<file path="config.mk">
export PLATFORM = sky130hd
export DESIGN_NAME = memory_arbiter
export DESIGN_NICKNAME = d
export VERILOG_FILES = /design/src/rtl/memory_arbiter_pkg.sv /design/src/rtl/arb_request_slot.sv /design/src/rtl/memory_arbiter.sv
export SDC_FILE = /design/constraint.sdc
export NUM_CORES = 1
export LEC_CHECK = 0
export CAP_MARGIN = 40
export CORE_MARGIN = 1
export CORE_UTILIZATION = 45
export CTS_BUF_LIST = sky130_fd_sc_hd__clkbuf_2
export CTS_CLUSTER_SIZE = 12
export DETAILED_ROUTE_END_ITERATION = 10
export PLACE_DENSITY = 0.79
export SYNTH_ARGS = -nofsm -noshare
export SYNTH_HDL_FRONTEND = slang
export SYNTH_SLANG_ARGS = --single-unit
export TNS_END_PERCENT = 20
</file>
<file path="constraint.sdc">
create_clock -name i_clk -period 1.5 [get_ports i_clk]
set_input_delay 0.15 -clock i_clk [delete_from_list [all_inputs] [get_ports i_clk]]
set_output_delay 0.15 -clock i_clk [all_outputs]
set_load 0.01 [all_outputs]
</file>
<file path="src/rtl/memory_arbiter_pkg.sv">
// Shared memory-subsystem definitions: arbiter FSM encoding, requester indices,
// the data word returned on a watchdog timeout, and the request record.
package memory_arbiter_pkg;

  typedef enum logic {
    IDLE = 1'b0,
    WAIT = 1'b1
  } arb_state_e;

  localparam logic P0 = 1'b0;
  localparam logic P1 = 1'b1;

  localparam logic [31:0] TIMEOUT_DATA = 32'hDEAD_BEEF;

  typedef struct packed {
    logic [31:0] data;
    logic [31:0] address;
    logic [2:0]  bhw;
    logic        write_notread;
  } mem_req_t;

endpackage

</file>
<file path="src/rtl/arb_request_slot.sv">
// One-deep request holding register for a single requester. A request is
// accepted only while the port is idle; anything arriving while busy is dropped.
module arb_request_slot
  import memory_arbiter_pkg::*;
(
  input  logic     i_clk,
  input  logic     i_rst_n,
  input  logic     capture_dv,
  input  mem_req_t req,
  input  logic     in_flight,
  input  logic     clear,
  output logic     pending,
  output logic     busy,
  output mem_req_t slot_req
);

  logic capture;

  assign busy    = pending | in_flight;
  assign capture = capture_dv & ~busy;

  // NOTE: reset is sampled on the clock edge only, and every register here uses
  // non-blocking assignment so all flops update together at the edge.
  always_ff @(posedge i_clk) begin
    if (!i_rst_n) begin
      pending  <= 1'b0;
      slot_req <= '0;
    end else begin
      // clear only occurs while this slot is in flight, so it never meets a capture
      if (clear) begin
        pending <= 1'b0;
      end else if (capture) begin
        pending <= 1'b1;
      end
      if (capture) begin
        slot_req <= req;
      end
    end
  end

endmodule

</file>
<file path="src/rtl/memory_arbiter.sv">
// Two-port round-robin arbiter in front of a single-outstanding memory controller.
// Optional response watchdog is enabled by defining ARB_TIMEOUT_EN.
module memory_arbiter
  import memory_arbiter_pkg::*;
#(
  parameter int TIMEOUT_CYCLES = 1024
) (
  input  logic        i_clk,
  input  logic        i_rst_n,

  input  logic [31:0] i_p0_data,
  input  logic [31:0] i_p0_address,
  input  logic        i_p0_DV,
  input  logic [2:0]  i_p0_bhw,
  input  logic        i_p0_write_notread,
  output logic [31:0] o_p0_data,
  output logic        o_p0_DV,
  output logic        o_p0_busy,
  output logic        o_p0_err,

  input  logic [31:0] i_p1_data,
  input  logic [31:0] i_p1_address,
  input  logic        i_p1_DV,
  input  logic [2:0]  i_p1_bhw,
  input  logic        i_p1_write_notread,
  output logic [31:0] o_p1_data,
  output logic        o_p1_DV,
  output logic        o_p1_busy,
  output logic        o_p1_err,

  output logic [31:0] o_mem_data,
  output logic [31:0] o_mem_address,
  output logic        o_mem_DV,
  output logic [2:0]  o_mem_bhw,
  output logic        o_mem_write_notread,
  input  logic [31:0] i_mem_data,
  input  logic        i_mem_DV
);

  if (TIMEOUT_CYCLES < 1) begin : g_bad_timeout
    $error("memory_arbiter: TIMEOUT_CYCLES must be at least 1");
  end

  arb_state_e  state_q, state_d;
  logic        last_grant_q;
  logic        grant_q;
  logic        issue, issue_port, respond, timeout_hit;
  logic [1:0]  pending, in_flight, clear;
  mem_req_t    p0_req, p1_req, p0_slot, p1_slot, mem_q;
  logic [31:0] resp_data;

`ifdef ARB_TIMEOUT_EN
  localparam int CNT_W = (TIMEOUT_CYCLES > 1) ? $clog2(TIMEOUT_CYCLES) : 1;
  localparam logic [CNT_W-1:0] TMO_LAST = CNT_W'(TIMEOUT_CYCLES - 1);
  logic [CNT_W-1:0] tmo_cnt_q;
`endif

  assign p0_req = '{data: i_p0_data, address: i_p0_address,
                    bhw: i_p0_bhw, write_notread: i_p0_write_notread};
  assign p1_req = '{data: i_p1_data, address: i_p1_address,
                    bhw: i_p1_bhw, write_notread: i_p1_write_notread};

  assign in_flight[P0] = (state_q == WAIT) && (grant_q == P0);
  assign in_flight[P1] = (state_q == WAIT) && (grant_q == P1);
  assign clear[P0]     = (respond || timeout_hit) && (grant_q == P0);
  assign clear[P1]     = (respond || timeout_hit) && (grant_q == P1);

  arb_request_slot u_slot_p0 (
    .i_clk      (i_clk),
    .i_rst_n    (i_rst_n),
    .capture_dv (i_p0_DV),
    .req        (p0_req),
    .in_flight  (in_flight[P0]),
    .clear      (clear[P0]),
    .pending    (pending[P0]),
    .busy       (o_p0_busy),
    .slot_req   (p0_slot)
  );

  arb_request_slot u_slot_p1 (
    .i_clk      (i_clk),
    .i_rst_n    (i_rst_n),
    .capture_dv (i_p1_DV),
    .req        (p1_req),
    .in_flight  (in_flight[P1]),
    .clear      (clear[P1]),
    .pending    (pending[P1]),
    .busy       (o_p1_busy),
    .slot_req   (p1_slot)
  );

  // NOTE: every output of this block gets a default first, so no path leaves a
  // signal unassigned and no latch is inferred.
  always_comb begin
    state_d     = state_q;
    issue       = 1'b0;
    issue_port  = P0;
    respond     = 1'b0;
    timeout_hit = 1'b0;
    unique case (state_q)
      IDLE: begin
        if (|pending) begin
          issue   = 1'b1;
          state_d = WAIT;
          // on a tie the port that did not win last time goes first
          if (&pending) begin
            issue_port = ~last_grant_q;
          end else begin
            issue_port = pending[P1];
          end
        end
      end
      WAIT: begin
        if (i_mem_DV) begin
          respond = 1'b1;
          state_d = IDLE;
        end
`ifdef ARB_TIMEOUT_EN
        else if (tmo_cnt_q == TMO_LAST) begin
          timeout_hit = 1'b1;
          state_d     = IDLE;
        end
`endif
      end
      default: ;
    endcase
  end

  assign resp_data = respond ? i_mem_data : TIMEOUT_DATA;

  always_ff @(posedge i_clk) begin
    if (!i_rst_n) begin
      state_q      <= IDLE;
      last_grant_q <= P1;
      grant_q      <= P0;
      mem_q        <= '0;
      o_mem_DV     <= 1'b0;
      o_p0_data    <= '0;
      o_p1_data    <= '0;
      o_p0_DV      <= 1'b0;
      o_p1_DV      <= 1'b0;
    end else begin
      state_q  <= state_d;
      o_mem_DV <= issue;
      o_p0_DV  <= respond && (grant_q == P0);
      o_p1_DV  <= respond && (grant_q == P1);
      if (issue) begin
        last_grant_q <= issue_port;
        grant_q      <= issue_port;
        mem_q        <= (issue_port == P1) ? p1_slot : p0_slot;
      end
      if (clear[P0]) o_p0_data <= resp_data;
      if (clear[P1]) o_p1_data <= resp_data;
    end
  end

  assign o_mem_data          = mem_q.data;
  assign o_mem_address       = mem_q.address;
  assign o_mem_bhw           = mem_q.bhw;
  assign o_mem_write_notread = mem_q.write_notread;

`ifdef ARB_TIMEOUT_EN
  always_ff @(posedge i_clk) begin
    if (!i_rst_n) begin
      tmo_cnt_q <= '0;
      o_p0_err  <= 1'b0;
      o_p1_err  <= 1'b0;
    end else begin
      // counts cycles spent in WAIT, restarting at 0 on every new issue
      if ((state_q == WAIT) && (state_d == WAIT)) begin
        tmo_cnt_q <= tmo_cnt_q + 1'b1;
      end else begin
        tmo_cnt_q <= '0;
      end
      o_p0_err <= timeout_hit && (grant_q == P0);
      o_p1_err <= timeout_hit && (grant_q == P1);
    end
  end
`else
  assign o_p0_err = 1'b0;
  assign o_p1_err = 1'b0;
`endif

endmodule
</file>
==> Implementation_results.wiki <==
{| class="wikitable"
! Metric !! Value
|-
| Area of the mapped netlist || between 10000 and 15000 um^2
|-
| Dominant delay contributor by cell family on the critical path || compound AO/OA/AOI/OAI gates
|-
| Leading post-synthesis cells by cell area || sky130_fd_sc_hd__dfxtp_1 (50%), sky130_fd_sc_hd__mux2i_1 (12%), sky130_fd_sc_hd__nand2_1 (9.4%), sky130_fd_sc_hd__a2111oi_0 (5.4%), sky130_fd_sc_hd__a22o_1 (5.1%)
|-
| Worst Setup End Kind || flop
|-
| Hold Vio Cnt, Final || 0
|-
| Initial cell density of the core || 46.4%
|-
| Placer Congestion || approximately 0.82
|-
| GRT Residual Overflow || 0
|-
| Largest fanout on the critical path || 34
|-
| Cell count after placement || between 1500 and 2000
|-
| Synth top area share || between 50% and 60%
|-
| Slowest cell on the critical path || sky130_fd_sc_hd__a2111oi_0
|-
| Total power per unit cell area || roughly 1100 nW/um^2
|-
| Critical setup path kind || flop to flop
|-
| Actual transition at the worst max-transition pin || between 0.6 and 0.7 ns
|-
| Register-to-register setup slack || -0.28 ns
|-
| Clock tree from TritonCTS || done
|-
| Number of global-route vias before repair || roughly 11000
|-
| Vias/cell || a little under 6
|-
| Antenna-violating nets left || 0
|-
| Die Width || 158 um
|-
| Max-slew violation count || 0
|-
| Clk sink count || 276
|-
| Sequence of cells on the critical path || buf_12, buf_12, buf_4, a2111oi_0, a211oi_1
|-
| Number of buffers added on ports || 309
|-
| Row cnt || between 50 and 60
|-
| Share of the yosys chip area belonging to registers || around half
|-
| Xor/xnor cell area share of the yosys netlist || 0%
|-
| Number of failing setup endpoints in the final timing report || approximately 140
|-
| Maximum number of pins on one net before global-route repair || 74
|-
| Worst path depth || 5
|-
| Clock Pin Slew Worst Setup and Hold Paths || ~0.11 ns
|-
| Post-synthesis share of cell area spent on full adders, half adders and majority gates || 0%
|-
| Instance count of the mapped netlist || roughly 1200
|-
| Max-cap violations || 0
|-
| Post-Route Hold Slack || around 0.22 ns
|-
| Post-Route Skew || between 0.09 and 0.1 ns
|-
| Synthesized-area fraction occupied by ao, oa, aoi and oai cells || between 10% and 20%
|-
| 1st-iter DRT viols || about 1100
|-
| Number of enable flip-flop cells after synthesis || 0
|-
| Fin crit share || 119%
|-
| Clock insertion delay at the later pin of the skew report || 0.82 ns
|-
| Distinct cell type count after synthesis || 28
|-
| Vias || 11900
|-
| Largest family of logic cells by synthesized area || compound AO/OA/AOI/OAI gates
|-
| Overall Global Routing Usage || ~30%
|-
| Largest voltage drop on the vdd net || around 0.62 mV
|-
| Post-synth top cells || sky130_fd_sc_hd__dfxtp_1 (276), sky130_fd_sc_hd__nand2_1 (275), sky130_fd_sc_hd__mux2i_1 (136), sky130_fd_sc_hd__clkbuf_1 (95)
|-
| Critical Path Most Common Cell || sky130_fd_sc_hd__buf_12
|-
| Mean instance size in the synthesized netlist || 9.34 um^2
|-
| Number of register bits inferred by synthesis || 276
|-
| Critical path arrival || 2.41 ns
|-
| Worst reg2reg path depth || 5
|-
| Critical path data required time || ~2.1 ns
|-
| Detailed-route DRC error count || 0
|-
| Buffer depth of the longest clock path || 3
|-
| Worst reg2reg endpoint || o_mem_address[9]
|-
| Cell Count, Final, Fillers Out || ~2000
|-
| Number of buffers and inverters on the critical path || 3
|-
| Post-layout minimum cycle time || about 1.8 ns
|-
| Primary FF master, synth || sky130_fd_sc_hd__dfxtp_1
|-
| Area of the die || ~25000 um^2
|-
| Min setup slack post-route || -0.284 ns
|-
| Violated checks || negative setup slack
|-
| Result of the run || complete, but fails checks
|-
| CTS H-Tree Depth || 3
|-
| Detailed-placement wirelength estimate || 22.4 mm
|-
| Startpoint Class || flop
|-
| Antenna violations before repair || 2
|-
| Drt first pass iters || 6
|-
| Die Y || between 150 and 200 um
|-
| Wire length of the first global-routing pass || 59.5 mm
|-
| Worst setup path endpoint || o_mem_address[9]
|-
| Library cell with the highest instance count after synthesis || sky130_fd_sc_hd__dfxtp_1
|-
| Count of synthesis-stage warnings from yosys || 0
|-
| I/O pin total || 312
|-
| Proportion of layout cells with a drive suffix above 1 || roughly 31%
|-
| Path class of the lowest-slack min-delay path || primary input to flop
|-
| Mux cell area share after synthesis || 12.4%
|-
| RSZ-0062 raised after global routing || yes
|-
| Area growth from synthesis to layout || 65.1%
|-
| Net count reported at finish || 1869
|-
| Biggest cell delay along the critical path || around 0.62 ns
|-
| Reported leakage power || about 7.4 nW
|-
| Worst setup path startpoint || state_q
|-
| Wirelength, routed || 43.6 mm
|-
| CTS root buffer || sky130_fd_sc_hd__clkbuf_2
|-
| Total clock buffers created by CTS || 71
|-
| Launch point of the worst reg-to-reg path || state_q
|-
| Library cell occupying the most area in the post-synthesis netlist || sky130_fd_sc_hd__dfxtp_1
|-
| Ys async rst share || 0%
|-
| Standard cell core area || roughly 24000 um^2
|-
| WL/cell || about 21 um
|-
| Highest attainable clock frequency || 0.560 GHz
|-
| Fraction of the mapped netlist area in simple logic gates || 13.2%
|-
| Max_slew headroom || 53.2%
|}
==> where the power goes <==
group          switching [W]  internal (W)
clock network        0.00310       0.00229
logic                0.00268       0.00281
registers           0.000520       0.00808
==> area by class of cell <==
class,instances,area [um^2]
clock buffers,101,505
flip-flops and latches,276,5720
inverters,3,16.3
well taps,319,399
diodes,2,5.00
repair buffers,573,6140
multi-input cells,771,5220
fillers,1474,5540
clock inverters,14,140
==> worst min-delay path, cell delays in order <==
cell	delay (ns)
sky130_fd_sc_hd__clkdlybuf4s50_1	0.55
sky130_fd_sc_hd__inv_1	0.10
sky130_fd_sc_hd__a21oi_1	0.07
sky130_fd_sc_hd__nor2_1	0.07
==> how the worst min path moves through the flow <==
stage                              to              startpoint  cells past startpoint
2_1_floorplan           o_p0_data[22]          i_mem_data[22]                      1
3_3_place_gp   u_slot_p1.slot_req[57]  u_slot_p1.slot_req[57]                      2
3_5_place_dp    u_slot_p1.slot_req[4]   u_slot_p1.slot_req[4]                      2
4_1_cts                       state_q                i_mem_DV                      4
5_1_grt                       state_q                i_mem_DV                      4
6_report                      state_q                i_mem_DV                      4
==> per-stage QoR <==
| stage | util [%] | TNS (ns) | cell area, um^2 | power [W] | setup slack (ns) |
|---|---|---|---|---|---|
| after floorplan | - | 0 | 11000 | 0.0106 | 0.0943 |
| after global placement | 62.1 | -0.284 | 14700 | 0.0127 | -0.0174 |
| after detailed placement | 62.1 | -0.494 | 14700 | 0.0128 | -0.0457 |
| after CTS | 72.1 | -10.63 | 17100 | 0.0185 | -0.233 |
| after global routing | 76.6 | -22.55 | 18100 | 0.0203 | -0.387 |
| final | 76.6 | -11.21 | 18100 | 0.0195 | -0.284 |
==> routing by layer <==
metal	wire, um	GRT usage [%]	up-vias
met5	0	0	-
met4	1930	16.6	0
met3	3720	8.27	162
met2	21400	51.2	718
met1	16600	34.8	5681
li1	-	-	5310
==> what timing repair did <==
action                                  in CTS  in global routing
buffers inserted                             6                 19
hold endpoints to repair                   276                  0
endpoints found under the setup margin     169                272
hold buffers                               169                  0
gates resized for setup                    770                136
cloned                                       1                 15
pin swaps                                    1                  9
==> registers in the layout (all words and copies together), names as in the netlist <==
register	cells
last_grant_q	1
o_p1_data	32
o_p1_DV	1
o_p0_DV	1
u_slot_p0.pending	1
u_slot_p1.pending	1
u_slot_p0.slot_req	68
u_slot_p1.slot_req	68
o_mem_bhw	3
o_mem_address	32
o_mem_data	32
state_q	1
o_mem_DV	1
o_p0_data	32
grant_q	1
o_mem_write_notread	1
==> cell usage in the layout (no fill, tap or decap), types with 40 or more instances in the layout <==
cell type	synthesis	final
sky130_fd_sc_hd__nand2_1	275	273
sky130_fd_sc_hd__clkdlybuf4s50_1	0	171
sky130_fd_sc_hd__dlygate4sd3_1	0	169
sky130_fd_sc_hd__dfxtp_1	276	141
sky130_fd_sc_hd__mux2i_1	136	132
sky130_fd_sc_hd__dfxtp_2	0	126
sky130_fd_sc_hd__buf_6	4	115
sky130_fd_sc_hd__clkbuf_2	1	101
sky130_fd_sc_hd__nor3_1	69	68
sky130_fd_sc_hd__o21ai_0	69	67
sky130_fd_sc_hd__a22o_1	64	64
sky130_fd_sc_hd__a2111oi_0	68	52
sky130_fd_sc_hd__buf_4	8	48
sky130_fd_sc_hd__a211oi_1	68	40
==> cells by family (layout without fill, tap and decap cells) <==
logic type / count (synthesis) / in the layout
simple gates: 354 / 354
compound gates: 278 / 279
flops: 276 / 276
mux: 136 / 136
buf+inv: 131 / 691
other cells: 1 / 4
(Power assumes the default switching activity.)
